--- src/rtl/btn_debounce.sv ---
// Push-button front end: per-channel synchronizer, counter debouncer, press/release
// edge strobes and a long-press strobe, plus a combined any_press strobe.
module btn_debounce #(
  parameter int N_BTN             = 4,
  parameter int SYNC_STAGES       = 2,
  parameter int DEBOUNCE_CYCLES   = 16,
  parameter int LONG_PRESS_CYCLES = 64
) (
  input  logic             clk,
  input  logic             reset,
  input  logic [N_BTN-1:0] btn_raw,
  output logic [N_BTN-1:0] btn_level,
  output logic [N_BTN-1:0] btn_press,
  output logic [N_BTN-1:0] btn_release,
  output logic [N_BTN-1:0] btn_long,
  output logic             any_press
);

  localparam int CW = $clog2(DEBOUNCE_CYCLES);
  localparam int HW = $clog2(LONG_PRESS_CYCLES + 1);
  localparam logic [CW-1:0] CNT_LAST  = CW'(DEBOUNCE_CYCLES - 1);
  localparam logic [HW-1:0] HOLD_MAX  = HW'(LONG_PRESS_CYCLES);
  localparam logic [HW-1:0] HOLD_LAST = HW'(LONG_PRESS_CYCLES - 1);

  // Strobe outputs are single-cycle pulses with no handshake: the consumer must
  // sample them every cycle; there is no back-pressure and nothing is held.
  logic [N_BTN-1:0][SYNC_STAGES-1:0] sync_q, sync_d;
  logic [N_BTN-1:0][CW-1:0]          cnt_q, cnt_d;
  logic [N_BTN-1:0][HW-1:0]          hcnt_q, hcnt_d;
  logic [N_BTN-1:0]                  s;
  logic [N_BTN-1:0]                  level_d, press_d, release_d, long_d;

  always_comb begin
    s = '0;
    for (int i = 0; i < N_BTN; i++) begin
      s[i] = sync_q[i][SYNC_STAGES-1];
    end
  end

  always_comb begin
    sync_d    = sync_q;
    cnt_d     = cnt_q;
    hcnt_d    = hcnt_q;
    level_d   = btn_level;
    press_d   = '0;
    release_d = '0;
    long_d    = '0;
    for (int i = 0; i < N_BTN; i++) begin
      sync_d[i] = {sync_q[i][SYNC_STAGES-2:0], btn_raw[i]};

      // Any cycle where the input agrees with the level restarts the count.
      if (s[i] == btn_level[i]) begin
        cnt_d[i] = '0;
      end else if (cnt_q[i] == CNT_LAST) begin
        cnt_d[i]     = '0;
        level_d[i]   = s[i];
        press_d[i]   = s[i];
        release_d[i] = ~s[i];
      end else begin
        cnt_d[i] = cnt_q[i] + CW'(1);
      end

      // Saturating hold count guarantees one long strobe per press.
      if (!btn_level[i]) begin
        hcnt_d[i] = '0;
      end else if (hcnt_q[i] < HOLD_MAX) begin
        hcnt_d[i] = hcnt_q[i] + HW'(1);
      end
      long_d[i] = btn_level[i] && (hcnt_q[i] == HOLD_LAST);
    end
  end

  always_ff @(posedge clk or negedge reset) begin
    if (!reset) begin
      sync_q      <= '0;
      cnt_q       <= '0;
      hcnt_q      <= '0;
      btn_level   <= '0;
      btn_press   <= '0;
      btn_release <= '0;
      btn_long    <= '0;
      any_press   <= 1'b0;
    end else begin
      sync_q      <= sync_d;
      cnt_q       <= cnt_d;
      hcnt_q      <= hcnt_d;
      btn_level   <= level_d;
      btn_press   <= press_d;
      btn_release <= release_d;
      btn_long    <= long_d;
      any_press   <= |press_d;
    end
  end

endmodule

--- config.mk ---
export PLATFORM = sky130hd
export DESIGN_NAME = btn_debounce
export DESIGN_NICKNAME = d
export VERILOG_FILES = /design/src/rtl/btn_debounce.sv
export SDC_FILE = /design/constraint.sdc
export NUM_CORES = 1
export LEC_CHECK = 0
export ABC_AREA = 1
export CAP_MARGIN = 15
export CORE_UTILIZATION = 40
export DETAILED_ROUTE_END_ITERATION = 16
export PLACE_DENSITY = 0.58
export SLEW_MARGIN = 25
export SYNTH_ARGS = -nofsm -noshare
export SYNTH_HDL_FRONTEND = slang
export SYNTH_SLANG_ARGS = --single-unit
--- constraint.sdc ---
create_clock -name clk -period 2.7 [get_ports clk]
set_clock_uncertainty 0.2 [all_clocks]
set_input_delay 0.81 -clock clk [delete_from_list [all_inputs] [get_ports clk]]
set_output_delay 0.81 -clock clk [all_outputs]
set_load 0.01 [all_outputs]
Word-level counts from Yosys, hierarchy flattened
Cells that the tools add are included.
{"block": "word_totals", "out_inout_bits": 17, "inputBits": 6, "reg_bits": 69, "ram_bits": 0, "latchBits": 0, "memories": 0, "romBits": 0, "word_cells": 97}
{"block": "op_classes", "bitwise_logic": 8, "shifts": 0, "n_mux": 32, "addsub": 8, "n_eq_ne": 16, "n_reduce_logical": 9, "magnitude_cmp": 4, "div_mod_pow": 0, "mul": 0}
{"op": "7-bit two-way mux", "count": 8}
{"op": "4-bit two-way mux", "count": 8}
{"op": "7-bit by 1-bit adder with 7-bit output, second input constant", "count": 4}
{"op": "7-bit by 6-bit equality test with 1-bit output, second input constant", "count": 4}
{"op": "7-bit less-than comparator, second input constant", "count": 4}
{"op": "4-bit by 1-bit adder with 4-bit output, second input constant", "count": 4}
{"op": "4-bit equality test, second input constant", "count": 4}
{"op": "1-bit two-way mux", "count": 16}
{"op": "2-bit by 1-bit inequality test with 1-bit output, second input constant", "count": 4}
{"op": "1-bit NOT", "count": 8}
{"op": "2-bit AND reduction", "count": 4}
{"op": "1-bit equality test", "count": 4}
{"op": "1-bit logical AND", "count": 4}
{"op": "4-bit OR reduction", "count": 1}

Depth between registers and ports, before layout
{"block": "logic_depth", "depth_word": 4, "ltp_mapped": 7, "mapped_depth_nobuf": 7}

Worst setup path after synthesis
No wires, ideal clock.
{"block": "synth_timing", "path_type": "flip-flop to output port", "startpoint": "register btn_level[1]", "endpoint": "output btn_level[1]", "path_slack_ps": 1278, "path_stages_with_launch": 1, "arrival_ps": 412, "path_cell_list": "dfrtp_1"}
{"item": "start, declared", "line": "12", "source": "output logic [N_BTN-1:0] btn_level,"}
{"item": "start signal, assigned", "line": "87", "source": "btn_level <= level_d;"}
No word-level cell between the ends.

Worst setup path after layout
{"block": "layout_timing", "startpoint": "register btn_level[2]", "endpoint": "output btn_level[2]"}
No word-level cell between the ends.

==> flow_summary.toml <==
[floorplan]
row_count = 30
die_x_um = 87.4
die_area_um2 = 7640
initial_utilization = 0.422
coreArea_um2 = 6910
io_pins = 23
chipHeight_um = 87.4

[logic_synthesis]
postSynthAreaPerCell_um2 = 9.56
ys_warn_count = 0
ys_seq_elements = 69
syn_inst = 305
syn-cell-area_um2 = 2920
yosysUniqueCellTypes = 21
synth_nets = 319
seq_area_frac_synth = 0.592

[final_layout]
finalNetCount = 352
area_growth_pct = 18.5
design_area_um2 = 3460
antennaDiodeCount = 0
final_cells = 439
multi_input_area_um2 = 1020
final_common_cell = "dfrtp_1"
layout_common_cells = "dfrtp_1 (69), nand2_1 (54), nor2_1 (36), inv_1 (34), nand3_1 (33)"
fillers = 696
register_area_um2 = 1730
drive_gt1_frac = 0.117

[clock_tree]
cts_made_buffers = 9
post_cts_buffers = 0
cts_tree = "yes"
clock_sinks = 69
clkTransAtPathRegs_ps = 80
htreeDepth = 3
ctsHoldBuffers = 0
insertion_delay_ps = 330
cts_resized = 0
clock_path_buffers = 2
clockRootBuffer = "clkbuf_8"

[sta]
hold_ws_ps = 104
rsz0062_at_grt = "false"
fin_crit_ps = 2530
worst_pin_slew_ps = 384
setup_tns_ps = 0
setup_violations = 0
period_share = 0.938
drv_slew = 0
relSlewSlack = 0.744
finalHoldViolCount = 0
max_freq_ghz = 0.395

[critical_path]
critPathArrivalTime_ps = 1520
cp-end-kind = "primary output"
path_class = "reg -> out"
crit_family = "buffers and inverters"
path_cells = "clkdlybuf4s50_1"
crit_cells = 1
r2r_end = "any_press$_DFF_PN0_"
path_buf_inv = 1
start_kind = "flip-flop"
critical_path.slowest_cell = "clkdlybuf4s50_1"
reg2reg_from = "cnt_q[8]$_DFF_PN0_"
crit_fanout = 13
r2r_cells = 5
crit_required_ps = 1690
reg2reg_slack_ps = 1360
max_stage_delay_ps = 610

[grt]
antenna_found_initial = 0
grt.overflow.total = 0
grt_pass1_wl_mm = 8.32
grt_pass1_vias = 1886
groute.usage.overall = 0.143
grt_max_degree = 46

[route]
vias_per_cell = 4.52
wl_per_cell_um = 10.5
ant_nets = 0
drt_iter0_markers = 104
dr_total_vias = 1984
routed_wl_mm = 4.63
drc = 0
dr.pass1.iters = 4

[run_status]
status = "finished, final reports clean"

[placed_design]
dp_cells = 423
port_buffers = 22
dpl_cell_area_um2 = 3260
routabilityCongestion = 0.766
dp_hpwl_mm = 3.19

[power]
p_per_area_nw_per_um2 = 565
vdd_ir_drop_max_uv = 246
p_leak_nw = 1.53

[run]
max_cap_violations = 0

[worst_hold_path]
hp-class = "in -> async"
==> flip-flops by register name (all words and copies together), names as in the netlist <==
register / flops
any_press: 1
btn_level: 4
btn_long: 4
btn_press: 4
btn_release: 4
cnt_q: 16
hcnt_q: 28
s: 4
sync_d: 4
==> Yosys cell counts <==
| library cell | number | area share |
|---|---|---|
| a21oi_1 | 17 | 0.029 |
| inv_1 | 34 | 0.044 |
| nor3_2 | 1 | 0.0034 |
| nor2_1 | 36 | 0.046 |
| a21boi_0 | 1 | 0.0026 |
| nand4_1 | 1 | 0.0021 |
| nor2_4 | 6 | 0.023 |
| nand3b_1 | 3 | 0.0077 |
| nand2_2 | 4 | 0.0086 |
| nand3_1 | 33 | 0.057 |
| dfrtp_1 | 69 | 0.59 |
| buf_4 | 4 | 0.010 |
| nand3_2 | 3 | 0.010 |
| ha_1 | 8 | 0.034 |
| o21ai_0 | 4 | 0.0069 |
| xor2_1 | 3 | 0.0090 |
| nor2_2 | 5 | 0.011 |
| o21ai_1 | 13 | 0.022 |
| inv_2 | 2 | 0.0026 |
| nand2_1 | 54 | 0.069 |
| or2_0 | 4 | 0.0086 |
==> logic make-up (layout without fill, tap and decap cells) <==
logic type,count (synthesis),after routing,share of synthesized area
AND/OR/NAND/NOR,150,150,0.247
buffers and inverters,40,78,0.0566
adder cells (fa/ha/maj),8,8,0.0343
XOR/XNOR,3,3,0.00901
flip-flops,69,69,0.592
AO/OA/AOI/OAI,35,35,0.0609
==> metal layers <==
metal,vias to the layer above,track usage,part of all wire
li1,1045,-,-
met1,914,0.192,0.51
met2,21,0.217,0.45
met3,4,0.0341,0.032
met4,0,0.0715,0.011
met5,-,0,0
==> worst reg2reg max path: stages, from the launching register on <==
cell and delay [ps]:
dfrtp_1 400, ha_1 230, nand3_1 150, nor2_1 80, nor2_1 100, nand2_1 50
==> worst max path at each step <==
| stage | slack (ps) | to | start |
|---|---|---|---|
| 4_1_cts | 160 | btn_level[2] | btn_level[2]$_DFFE_PN0P_ |
| 5_1_grt | 60 | btn_level[2] | btn_level[2]$_DFFE_PN0P_ |
| 6_report | 170 | btn_level[2] | btn_level[2]$_DFFE_PN0P_ |
| 3_5_place_dp | 530 | btn_level[2] | btn_level[2]$_DFFE_PN0P_ |
| 2_1_floorplan | 1280 | btn_level[1] | btn_level[1]$_DFFE_PN0P_ |
| 3_3_place_gp | 550 | btn_level[2] | btn_level[2]$_DFFE_PN0P_ |
==> area by class of cell <==
cell class	instances	share of cell area
clock buffer	12	0.0420
clock inverter	4	0.0138
inverter	36	0.0391
multi-input combinational	196	0.296
sequential	69	0.499
tap	96	0.0347
timing repair buffer	26	0.0746
==> where the power goes <==
group	internal, mW	leakage (nW)	switching, mW
Clock	0.450	0.0964	0.374
Sequential	1.05	0.936	0.0121
Combinational	0.0236	0.503	0.0398
==> metrics by stage <==
step	worst slack, ps	total power, mW	util
floorplan	1280	1.11	-
global route	60.3	2.05	0.501
global placement	546	1.15	0.473
detailed placement	527	1.15	0.473
CTS	155	1.99	0.501
finish	168	1.95	0.501
Note: power is estimated with default switching activity, not from simulation.
